--- config.mk ---
export PLATFORM = sky130hd
export DESIGN_NAME = upsampler_flat
export DESIGN_NICKNAME = d
export VERILOG_FILES = /design/src/rtl/upsampler_if.sv /design/src/rtl/upsampler.sv /design/src/flat_wrapper.sv
export SDC_FILE = /design/constraint.sdc
export NUM_CORES = 1
export LEC_CHECK = 0
export BUFFER_PORTS_ARGS = -buffer_cell sky130_fd_sc_hd__clkbuf_2
export CAP_MARGIN = 10
export CORE_AREA = 5 5 42 44
export DETAILED_ROUTE_END_ITERATION = 12
export DIE_AREA = 0 0 47 49
export GPL_TIMING_DRIVEN = 0
export PLACE_DENSITY = 0.52
export SYNTH_ARGS = -nofsm -noshare
export SYNTH_HDL_FRONTEND = slang
export SYNTH_SLANG_ARGS = --single-unit
--- constraint.sdc ---
create_clock -name i_clk -period 1.55 [get_ports i_clk]
set_input_delay 0.0775 -clock i_clk [delete_from_list [all_inputs] [get_ports i_clk]]
set_output_delay 0.0775 -clock i_clk [all_outputs]
set_load 0.005 [all_outputs]
--- src/rtl/upsampler_if.sv ---
// Symbol handshake and oversampled-output bundle of the upsampler.
// The master side is the symbol source / sample sink; the slave side is the upsampler.
interface upsampler_if #(
  parameter int WL = 2
);
  logic                 i_valid;
  logic signed [WL-1:0] i_ak;
  logic                 o_ready;
  logic signed [WL-1:0] o_ak;
  logic                 o_valid;
  logic                 o_strobe;
  logic                 o_underflow;

  modport master (
    output i_valid, i_ak,
    input  o_ready, o_ak, o_valid, o_strobe, o_underflow
  );

  modport slave (
    input  i_valid, i_ak,
    output o_ready, o_ak, o_valid, o_strobe, o_underflow
  );
endinterface

--- src/rtl/upsampler.sv ---
// Symbol-rate to sample-rate upsampler: one buffered symbol is placed on the PHASE
// slot of every N_OS enabled cycles; other slots are zero-stuffed or hold the last symbol.
module upsampler #(
  parameter int WL    = 2,
  parameter int N_OS  = 4,
  parameter int PHASE = 0,
  parameter int HOLD  = 0
) (
  input  logic        i_clk,
  input  logic        i_reset,
  input  logic        i_enable,
  upsampler_if.slave  bus
);

  localparam int CL = (N_OS > 2) ? $clog2(N_OS) : 1;
  localparam logic [CL-1:0] LAST_SLOT  = CL'(N_OS - 1);
  localparam logic [CL-1:0] PHASE_SLOT = CL'(PHASE);

  typedef logic signed [WL-1:0] sample_t;

  logic [CL-1:0] slot_q;
  logic          full_q;
  sample_t       buf_q;
  sample_t       last_q;
  sample_t       ak_q;
  logic          valid_q;
  logic          strobe_q;
  logic          underflow_q;

  logic          accept;
  logic          consume;
  sample_t       ak_d;
  sample_t       last_d;

  // Ready falls with reset as well, so a source never sees a transfer that reset discards.
  assign bus.o_ready = !full_q && !i_reset;
  assign accept      = bus.i_valid && bus.o_ready;
  assign consume     = i_enable && (slot_q == PHASE_SLOT);

  // NOTE: every variable gets a default at the top of always_comb so no path leaves it unassigned (no latch).
  always_comb begin
    ak_d   = ak_q;
    last_d = last_q;
    if (consume) begin
      ak_d   = full_q ? buf_q : '0;
      last_d = ak_d;
    end else if (i_enable) begin
      ak_d   = (HOLD != 0) ? last_q : '0;
    end
  end

  // NOTE: sequential state uses non-blocking assignments so all registers sample pre-edge values.
  always_ff @(posedge i_clk or posedge i_reset) begin
    if (i_reset) begin
      slot_q <= '0;
    end else if (i_enable) begin
      slot_q <= (slot_q == LAST_SLOT) ? '0 : slot_q + 1'b1;
    end
  end

  // A symbol accepted in a consume cycle is not bypassed; it waits for the next PHASE slot.
  always_ff @(posedge i_clk or posedge i_reset) begin
    if (i_reset) begin
      full_q <= 1'b0;
    end else if (accept) begin
      full_q <= 1'b1;
    end else if (consume) begin
      full_q <= 1'b0;
    end
  end

  // NOTE: the buffer data register has no reset; full_q alone decides whether it is meaningful.
  always_ff @(posedge i_clk) begin
    if (accept) begin
      buf_q <= bus.i_ak;
    end
  end

  always_ff @(posedge i_clk or posedge i_reset) begin
    if (i_reset) begin
      ak_q        <= '0;
      last_q      <= '0;
      valid_q     <= 1'b0;
      strobe_q    <= 1'b0;
      underflow_q <= 1'b0;
    end else begin
      ak_q        <= ak_d;
      last_q      <= last_d;
      valid_q     <= i_enable;
      strobe_q    <= consume;
      underflow_q <= consume && !full_q;
    end
  end

  assign bus.o_ak        = ak_q;
  assign bus.o_valid     = valid_q;
  assign bus.o_strobe    = strobe_q;
  assign bus.o_underflow = underflow_q;

  a_nos_legal: assert property (@(posedge i_clk) (N_OS >= 2) && (N_OS <= 16))
    else $error("upsampler: N_OS=%0d outside 2..16", N_OS);

  a_phase_legal: assert property (@(posedge i_clk) (PHASE >= 0) && (PHASE < N_OS))
    else $error("upsampler: PHASE=%0d must be below N_OS=%0d", PHASE, N_OS);

  a_no_overwrite: assert property (@(posedge i_clk) disable iff (i_reset) full_q |-> !accept)
    else $error("upsampler: symbol accepted while buffer full");

  a_underflow_on_slot: assert property (@(posedge i_clk) disable iff (i_reset) underflow_q |-> strobe_q)
    else $error("upsampler: underflow outside the PHASE slot");

endmodule

--- src/flat_wrapper.sv ---
// flat-port wrapper written by rule: the top's interface ports become plain ports
module upsampler_flat 
#(
  parameter int WL    = 2,
  parameter int N_OS  = 4,
  parameter int PHASE = 0,
  parameter int HOLD  = 0
)
  (i_clk, i_reset, i_enable, bus_i_valid, bus_i_ak, bus_o_ready, bus_o_ak, bus_o_valid, bus_o_strobe, bus_o_underflow);
  upsampler_if #(.WL(WL)) bus_i ();
  input  logic i_clk;
  input  logic i_reset;
  input  logic i_enable;
  input wire logic [$bits(bus_i.i_valid)-1:0] bus_i_valid;
  input wire logic [$bits(bus_i.i_ak)-1:0] bus_i_ak;
  output wire logic [$bits(bus_i.o_ready)-1:0] bus_o_ready;
  output wire logic [$bits(bus_i.o_ak)-1:0] bus_o_ak;
  output wire logic [$bits(bus_i.o_valid)-1:0] bus_o_valid;
  output wire logic [$bits(bus_i.o_strobe)-1:0] bus_o_strobe;
  output wire logic [$bits(bus_i.o_underflow)-1:0] bus_o_underflow;
  assign bus_i.i_valid = bus_i_valid;
  assign bus_i.i_ak = bus_i_ak;
  assign bus_o_ready = bus_i.o_ready;
  assign bus_o_ak = bus_i.o_ak;
  assign bus_o_valid = bus_i.o_valid;
  assign bus_o_strobe = bus_i.o_strobe;
  assign bus_o_underflow = bus_i.o_underflow;
  upsampler #(.WL(WL), .N_OS(N_OS), .PHASE(PHASE), .HOLD(HOLD)) u_core (.i_clk(i_clk), .i_reset(i_reset), .i_enable(i_enable), .bus(bus_i));
endmodule
Yosys cells after proc, flatten, opt, wreduce, memory -nomap -nowiden
Cells that the tools add are included.
W data, S select, Z words.

storage, ports and cells
  bits in registers = 10
  word-level logic and storage cells = 24

cells by class
  reduce and logical (&&, ||, !) cells = 9
  equal/unequal tests = 1
  mux-type cells = 6
  add/sub/neg operators = 1

operators by type and width
  kind                   number
  $mux W2                4
  $logic_and A1 B1 Y1    4
  $reduce_bool A2 Y1     2
  $add A2 B1 Y2 const B  1
  $eq A2 B2 Y1 const B   1
  $logic_not A1 Y1       2
  $logic_not A2 Y1       1
  $mux W1                2

Depth between registers and ports, before layout
Gate-level depths: netlist (run 1).

  word-level depth = 4
  depth in mapped cells = 4
  mapped depth without buffers = 4

Worst setup path before layout (run 1)
No wires, ideal clock.

  kind = flip-flop to flip-flop
  from = register u_core.full_q
  to = register u_core.buf_q[0], enable pin
  setup time = 0.345 ns
  required time = 1.205 ns
  cell stages (with the launch flop) = 2
  arrival = 0.718 ns
  setup slack = 0.487 ns
  period minus slack after synthesis = 1.063 ns
  cell sequence = dfrtp_1 -> nor3b_1

on the way
  cells in the longest elaborated chain, start to end = 3

RTL lines
  what                    RTL line         source
  from (decl)             upsampler.sv:22  logic full_q;
  from (signal assigned)  upsampler.sv:64  full_q <= 1'b0;
  from (signal assigned)  upsampler.sv:66  full_q <= 1'b1;
  from (signal assigned)  upsampler.sv:68  full_q <= 1'b0;
  $logic_not A1 Y1        upsampler.sv:36  assign bus.o_ready = !full_q && !i_reset;
  $logic_and A1 B1 Y1     upsampler.sv:36
  $logic_and A1 B1 Y1     upsampler.sv:37  assign accept = bus.i_valid && bus.o_ready;
  via u_core.accept       upsampler.sv:30  logic accept;
  to (signal assigned)    upsampler.sv:75  buf_q <= bus.i_ak;
  to (decl)               upsampler.sv:23  sample_t buf_q;

The timed path passes the listed nets, and every way through them passes these cells.
A chain may end at the register's enable or synchronous reset.

Worst setup path after layout (run 1)
  from = input port i_reset
  to = register u_core.buf_q[0], enable pin

on the way
  cells in the longest elaborated chain, start to end = 3

RTL lines
  what                 RTL line            source
  from (decl)          flat_wrapper.sv:12  input logic i_reset;
  $logic_not A1 Y1     upsampler.sv:36
  $logic_and A1 B1 Y1  upsampler.sv:36
  $logic_and A1 B1 Y1  upsampler.sv:37
  via u_core.accept    upsampler.sv:30

The timed path passes the listed nets, and every way through them passes these cells.

==> results of run 1 <==
[per-layer routing]
metal / wire (um) / vias up
li1: - / 135
met1: 262 / 106
met2: 233 / 9
met3: 68 / 0
met4: 0 / 0
met5: 0 / -
[registers in the layout, indices dropped and copies added, names as in the netlist]
register and flops:
u_core.bus.o_ak 2, u_core.bus.o_strobe 1, u_core.slot_q 2, u_core.full_q 1, u_core.bus.o_valid 1, u_core.bus.o_underflow 1, u_core.buf_q 2
[placed cells by master, fill, tap and decap left out, drive strengths merged]
cell type	Yosys	final
nand4	2	2
ha	2	2
nor3b	1	1
inv	6	6
clkbuf	0	14
or3b	1	1
nor2	2	2
edfxtp	2	2
dlygate4sd3	0	2
o21ai	4	4
a21o	1	1
dfrtp	8	8
nand2	2	2
[cells by family (layout without fill, tap and decap cells)]
logic type	count (synthesis)	after routing	share of synthesized area [%]
buffers and inverters	6	22	5.94
DFF	10	10	68.6
and+or+nand+nor	8	8	11.6
AOI/OAI and AO/OA	5	5	7.26
adders and majority gates	2	2	6.60
[worst max-delay path, delay by kind of cell]
kind	cells	cell delay, ns
buf+inv	2	0.65
simple gates	1	0.41
[path summary, 6_finish.rpt]
| kind | cells past startpoint | from | end |
|---|---|---|---|
| max in group asynchronous | 3 | i_reset | u_core.bus.o_ak[1] |
| worst max-delay path | 3 | i_reset | u_core.buf_q[0] |
| worst min-delay path | 1 | bus_i_ak[0] | u_core.buf_q[0] |
| min in group asynchronous | 3 | i_reset | u_core.full_q |
| worst max register to register | 1 | u_core.full_q | u_core.buf_q[0] |
| worst min register to register | 2 | u_core.buf_q[1] | u_core.bus.o_ak[1] |
[per-stage QoR]
step                power (W)  std cells
finish               0.000706         63
global placement     0.000546         58
global route         0.000767         63
CTS                  0.000721         63
floorplan            0.000481         31
detailed placement   0.000549         58
[what timing repair did]
item / 4_1_cts / 5_1_grt
resized for setup: 0 / 0
hold endpoints to repair: 9 / 0
hold buffers: 2 / 0
[synthesized netlist by cell type]
library cell  instances
dfrtp_1               8
inv_1                 6
o21ai_0               4
edfxtp_1              2
ha_1                  2
nand2_1               2
nand4_1               2
nor2_1                2
a21o_1                1
nor3b_1               1
or3b_1                1
[power by group through the flow]
stage / registers, W / clock network, W / logic (W)
floorplan: 0.000382 / 0 / 0.0000986
global route: 0.000396 / 0.000181 / 0.000191
detailed placement: 0.000389 / 0 / 0.000160
global placement: 0.000387 / 0 / 0.000159
CTS: 0.000384 / 0.000172 / 0.000164
finish: 0.000382 / 0.000166 / 0.000159
[layout make-up]
cell class,count,area [um2],area share (%)
timing repair buffer,13,75.1,15.1
sequential,10,260,52.4
inverter,6,22.5,4.53
tap,16,20.0,4.03
multi-input combinational,15,96.3,19.4
clock buffer,3,22.5,4.53
==> impl_metrics.env, run 1 <==
export IMPL_place_ws_ns=0.346
export IMPL_rows=14
export IMPL_cp_slowest_cell="dlygate4sd3_1"
export IMPL_portBuffers=11
export IMPL_grt_usage_pct=6.21
export IMPL_vias=250
export IMPL_syn_nets=39
export IMPL_cts_tree="done"
export IMPL_initial_core_util_pct=27.1
export IMPL_die_area_um2=2300
export IMPL_ant_nets=0
export IMPL_slew_headroom_pct=70.1
export IMPL_drt_initial_drc_count=1
export IMPL_die_w_um=47
export IMPL_synth_warnings=0
export IMPL_hpwl_um=470
export IMPL_grt_busiest_layer="met1"
export IMPL_dpl_cell_area_um2=454
export IMPL_gp_congestion=0.617
export IMPL_avgSynthCellArea_um2=12.2
export IMPL_ff2ff_setup_slack_ns=0.36
export IMPL_final_setup_viol_count=0
export IMPL_area_delta_synth_final_pct=31.0
export IMPL_n_antenna_cell=0
export IMPL_root_buffer="clkbuf_4"
export IMPL_critPathMaxFanout=3
export IMPL_cpPeakStageDelay_ns=0.53
export IMPL_use_met2_pct=8.14
export IMPL_post_drt_via_cell_ratio=3.97
export IMPL_holdWs_ns=-0.000145
export IMPL_switching_share_pct=28.5
export IMPL_nFillCells=147
export IMPL_htree_levels=1
export IMPL_drt_pass1_iterations=2
export IMPL_final_area_um2=497
export IMPL_peakVddDrop_mv=0.447
export IMPL_detail_route_wl_per_cell_um=8.95
export IMPL_min_period_over_period_pct=79.7
export IMPL_grt_ovfl_total=0
export IMPL_final_core_util_pct=35.4
export IMPL_cp_arrival_ns=1.14
export IMPL_gr_usage_met3_pct=2.21
export IMPL_post_cts_buffers=0
export IMPL_syn_inst=31
export IMPL_outcome="finished with violations"
export IMPL_min_path_type="input port to flop"
export IMPL_power_density_nw_per_um2=1420
export IMPL_clk_pin_slew_ns=0.06
export IMPL_worstPathCellList="dlygate4sd3_1 > clkbuf_2 > nor3b_1"
export IMPL_path_class="input port to flop"
export IMPL_violations="hold timing"
export IMPL_cap_viol_max_count=0
export IMPL_p_clk_share_pct=23.5
export IMPL_cts_num_sinks=10
export IMPL_core_area_um2=1400
export IMPL_rsz0062_at_grt="no"
export IMPL_io_pins=12
export IMPL_synth_seq_area_share_pct=68.6
export IMPL_skew_ns=0.00158
export IMPL_synth_seq_cells=10
export IMPL_cts_buffer_depth=2
export IMPL_required_ns=1.45
export IMPL_combPwrFrac_pct=22.5
export IMPL_power_leakage_nw=0.258
export IMPL_p_int_w=0.000505
export IMPL_grt_max_degree=11
export IMPL_grt_util_met1_pct=8.28
export IMPL_grt_pass1_vias=252
export IMPL_fmax_mhz=810
export IMPL_die_h_um=49
export IMPL_antenna_found_initial=0
export IMPL_drcViolationCount=0
export IMPL_synth_top_area_share_pct=52.8
export IMPL_grt_pass1_wl_mm=1.04
export IMPL_cts_buffers_inserted=3
export IMPL_worst_pin_slew_ns=0.447
export IMPL_drv_slew=0
export IMPL_end_kind="flop"
export IMPL_fin_nets=57
export IMPL_syn_area_um2=379
export IMPL_synth_distinct_cells=11
export IMPL_synth_area_leaders="dfrtp_1 53%, edfxtp_1 16%, ha_1 6.6%"
export IMPL_setup_tns_final_ns=0
export IMPL_clk_latency_ns=0.25
export IMPL_drive_above_1_share_pct=29.8
export IMPL_min_period_ns=1.23
export IMPL_finalHoldViolations=1
export IMPL_switchingPower_w=0.000201
export IMPL_setup_slack_ns=0.315
export IMPL_synth_top_area_cell="dfrtp_1"
export IMPL_wl_um=564
export IMPL_p_seq_share_pct=54.1
export IMPL_startpoint_type="input port"
(Power assumes the default switching activity.)
==> run 2, diff against run 1 <==
Settings changed: PLACE_DENSITY 0.52 to 0.53.
Clock period 1.55 ns to 1 ns, I/O delays scaled along.
==> run 2 against run 1 <==
Compared with the run above:
- the flow finishes with violations (hold timing, setup timing)
- register-to-register slack got worse by 0.41 ns
- critical path depth did not move
- die area did not move
- sequential power rose by 56%
- sequential share of layout area shrank 4.7 points
- power up 77%
- largest power group unchanged
- hold slack got worse by 0.0019 ns
==> impl_metrics.env, run 2 (synthesis results as in run 1) <==
export IMPL_outcome="finished with violations"
export IMPL_violations="hold timing, setup timing"
export IMPL_power_leakage_nw=0.272
export IMPL_setup_slack_ns=-0.0542
export IMPL_n_antenna_cell=0
export IMPL_grt_pass1_vias=281
export IMPL_root_buffer="clkbuf_4"
export IMPL_cp_slowest_cell="dfrtp_1"
export IMPL_fmax_mhz=949
export IMPL_critPathMaxFanout=3
export IMPL_core_area_um2=1400
export IMPL_hpwl_um=468
export IMPL_die_h_um=49
export IMPL_layout_commonest_cell="clkbuf_2"
export IMPL_min_period_ns=1.05
export IMPL_grt_usage_pct=7.14
export IMPL_antenna_found_initial=0
export IMPL_startpoint_type="flop"
export IMPL_peakVddDrop_mv=0.756
export IMPL_holdWs_ns=-0.00209
export IMPL_drive_above_1_share_pct=38.0
export IMPL_die_w_um=47
export IMPL_cp_arrival_ns=1.25
export IMPL_rsz0062_at_grt="yes"
export IMPL_gp_congestion=0.697
export IMPL_portBuffers=11
export IMPL_power_density_nw_per_um2=2280
export IMPL_min_period_over_period_pct=105
export IMPL_rows=14
export IMPL_path_class="flop to flop"
export IMPL_cts_tree="done"
export IMPL_worstPathCellList="ha_2 > or3b_1 > o21ai_1"
export IMPL_finalHoldViolations=1
export IMPL_cts_num_sinks=10
export IMPL_vias=274
export IMPL_nFillCells=143
export IMPL_io_pins=12
export IMPL_htree_levels=1
export IMPL_crit_cells=3
export IMPL_grt_pass1_wl_mm=1.15
export IMPL_worst_path_buf_inv=0
export IMPL_wl_um=655
export IMPL_drt_pass1_iterations=2
export IMPL_drt_initial_drc_count=3
export IMPL_fin_nets=59
export IMPL_cap_viol_max_count=0
export IMPL_initial_core_util_pct=27.1
export IMPL_dp_cells=58
export IMPL_cts_buffers_inserted=3
export IMPL_crit_family="flip-flops"
export IMPL_end_kind="flop"
export IMPL_ant_nets=0
export IMPL_clk_latency_ns=0.27
export IMPL_rr_worst_depth=3
export IMPL_hold_path_depth=1
export IMPL_slew_headroom_pct=78.3
export IMPL_min_path_type="input port to flop"
export IMPL_cts_buffer_depth=2
export IMPL_area_delta_synth_final_pct=44.6
export IMPL_final_cells=66
export IMPL_final_core_util_pct=39.1
export IMPL_skew_ns=0.00349
export IMPL_regArea_um2=262
export IMPL_worst_pin_slew_ns=0.325
export IMPL_clk_pin_slew_ns=0.06
export IMPL_drv_slew=0
export IMPL_required_ns=1.19
export IMPL_drcViolationCount=0
export IMPL_detail_route_wl_per_cell_um=9.92
export IMPL_most_common_layout_cells="9 x clkbuf_2, 7 x dfrtp_1, 6 x inv_1"
export IMPL_final_setup_viol_count=2
export IMPL_die_area_um2=2300
export IMPL_multi_input_area_um2=123
export IMPL_cpPeakStageDelay_ns=0.40
export IMPL_post_drt_via_cell_ratio=4.15
export IMPL_grt_max_degree=11
export IMPL_grt_ovfl_total=0
[run 2: final cells by class]
| class | count | area share, % |
|---|---|---|
| sequential | 10 | 47.7 |
| multi-input combinational | 15 | 22.4 |
| clock buffer | 4 | 4.79 |
| tap | 16 | 3.65 |
| inverter | 6 | 4.11 |
| timing repair buffer | 15 | 17.4 |
[run 2: worst paths after layout]
kind	start	endpoint	slack [ns]
max in group asynchronous	i_reset	u_core.full_q	0.48
max	u_core.slot_q[0]	u_core.slot_q[0]	-0.05
max reg2reg	u_core.slot_q[0]	u_core.slot_q[0]	-0.05
min reg2reg	u_core.buf_q[1]	u_core.bus.o_ak[1]	0.51
min	i_enable	u_core.bus.o_valid	-0.002
min in group asynchronous	i_reset	u_core.bus.o_underflow	0.26
[run 2: per-layer routing]
layer | share of wire [%] | track usage (%) | vias up | wire (um)
met3 | 6.9 | 2.21 | 2 | 45
met1 | 45 | 9.40 | 121 | 296
met2 | 45 | 9.28 | 12 | 298
met5 | 0 | 0 | - | 0
met4 | 2.3 | 5.53 | 0 | 15
li1 | - | - | 139 | -
[run 2: power by group]
part | switching (W) | internal [W]
clock | 0.000141 | 0.000154
sequential | 0.0000682 | 0.000527
combinational | 0.000174 | 0.000187
total | 0.000384 | 0.000868
[run 2: repair_timing]
item / 4_1_cts / 5_1_grt
pin swaps: 2 / 1
setup buffers: 2 / 0
setup endpoints to repair: 4 / 9
resized for setup: 3 / 2
hold buffers: 3 / 0
hold endpoints to repair: 11 / 0
[run 2: stage by stage]
stage | setup slack, ns | cell area, um2 | hold slack, ns | total power [W] | TNS (ns)
after floorplan | 0.00628 | 387 | -0.134 | 0.000755 | 0
after global placement | -0.0432 | 462 | 0.0302 | 0.000855 | -0.107
after detailed placement | -0.0532 | 462 | 0.0340 | 0.000863 | -0.139
after CTS | -0.0589 | 543 | -0.00313 | 0.00124 | -0.117
after global routing | -0.133 | 548 | 0.0218 | 0.00135 | -0.253
final | -0.0542 | 548 | -0.00209 | 0.00125 | -0.0781
[run 2: worst reg2reg max path, stage by stage (launching register included)]
cell	delay (ns)
dfrtp_1	0.40
ha_2	0.17
or3b_1	0.34
o21ai_1	0.08
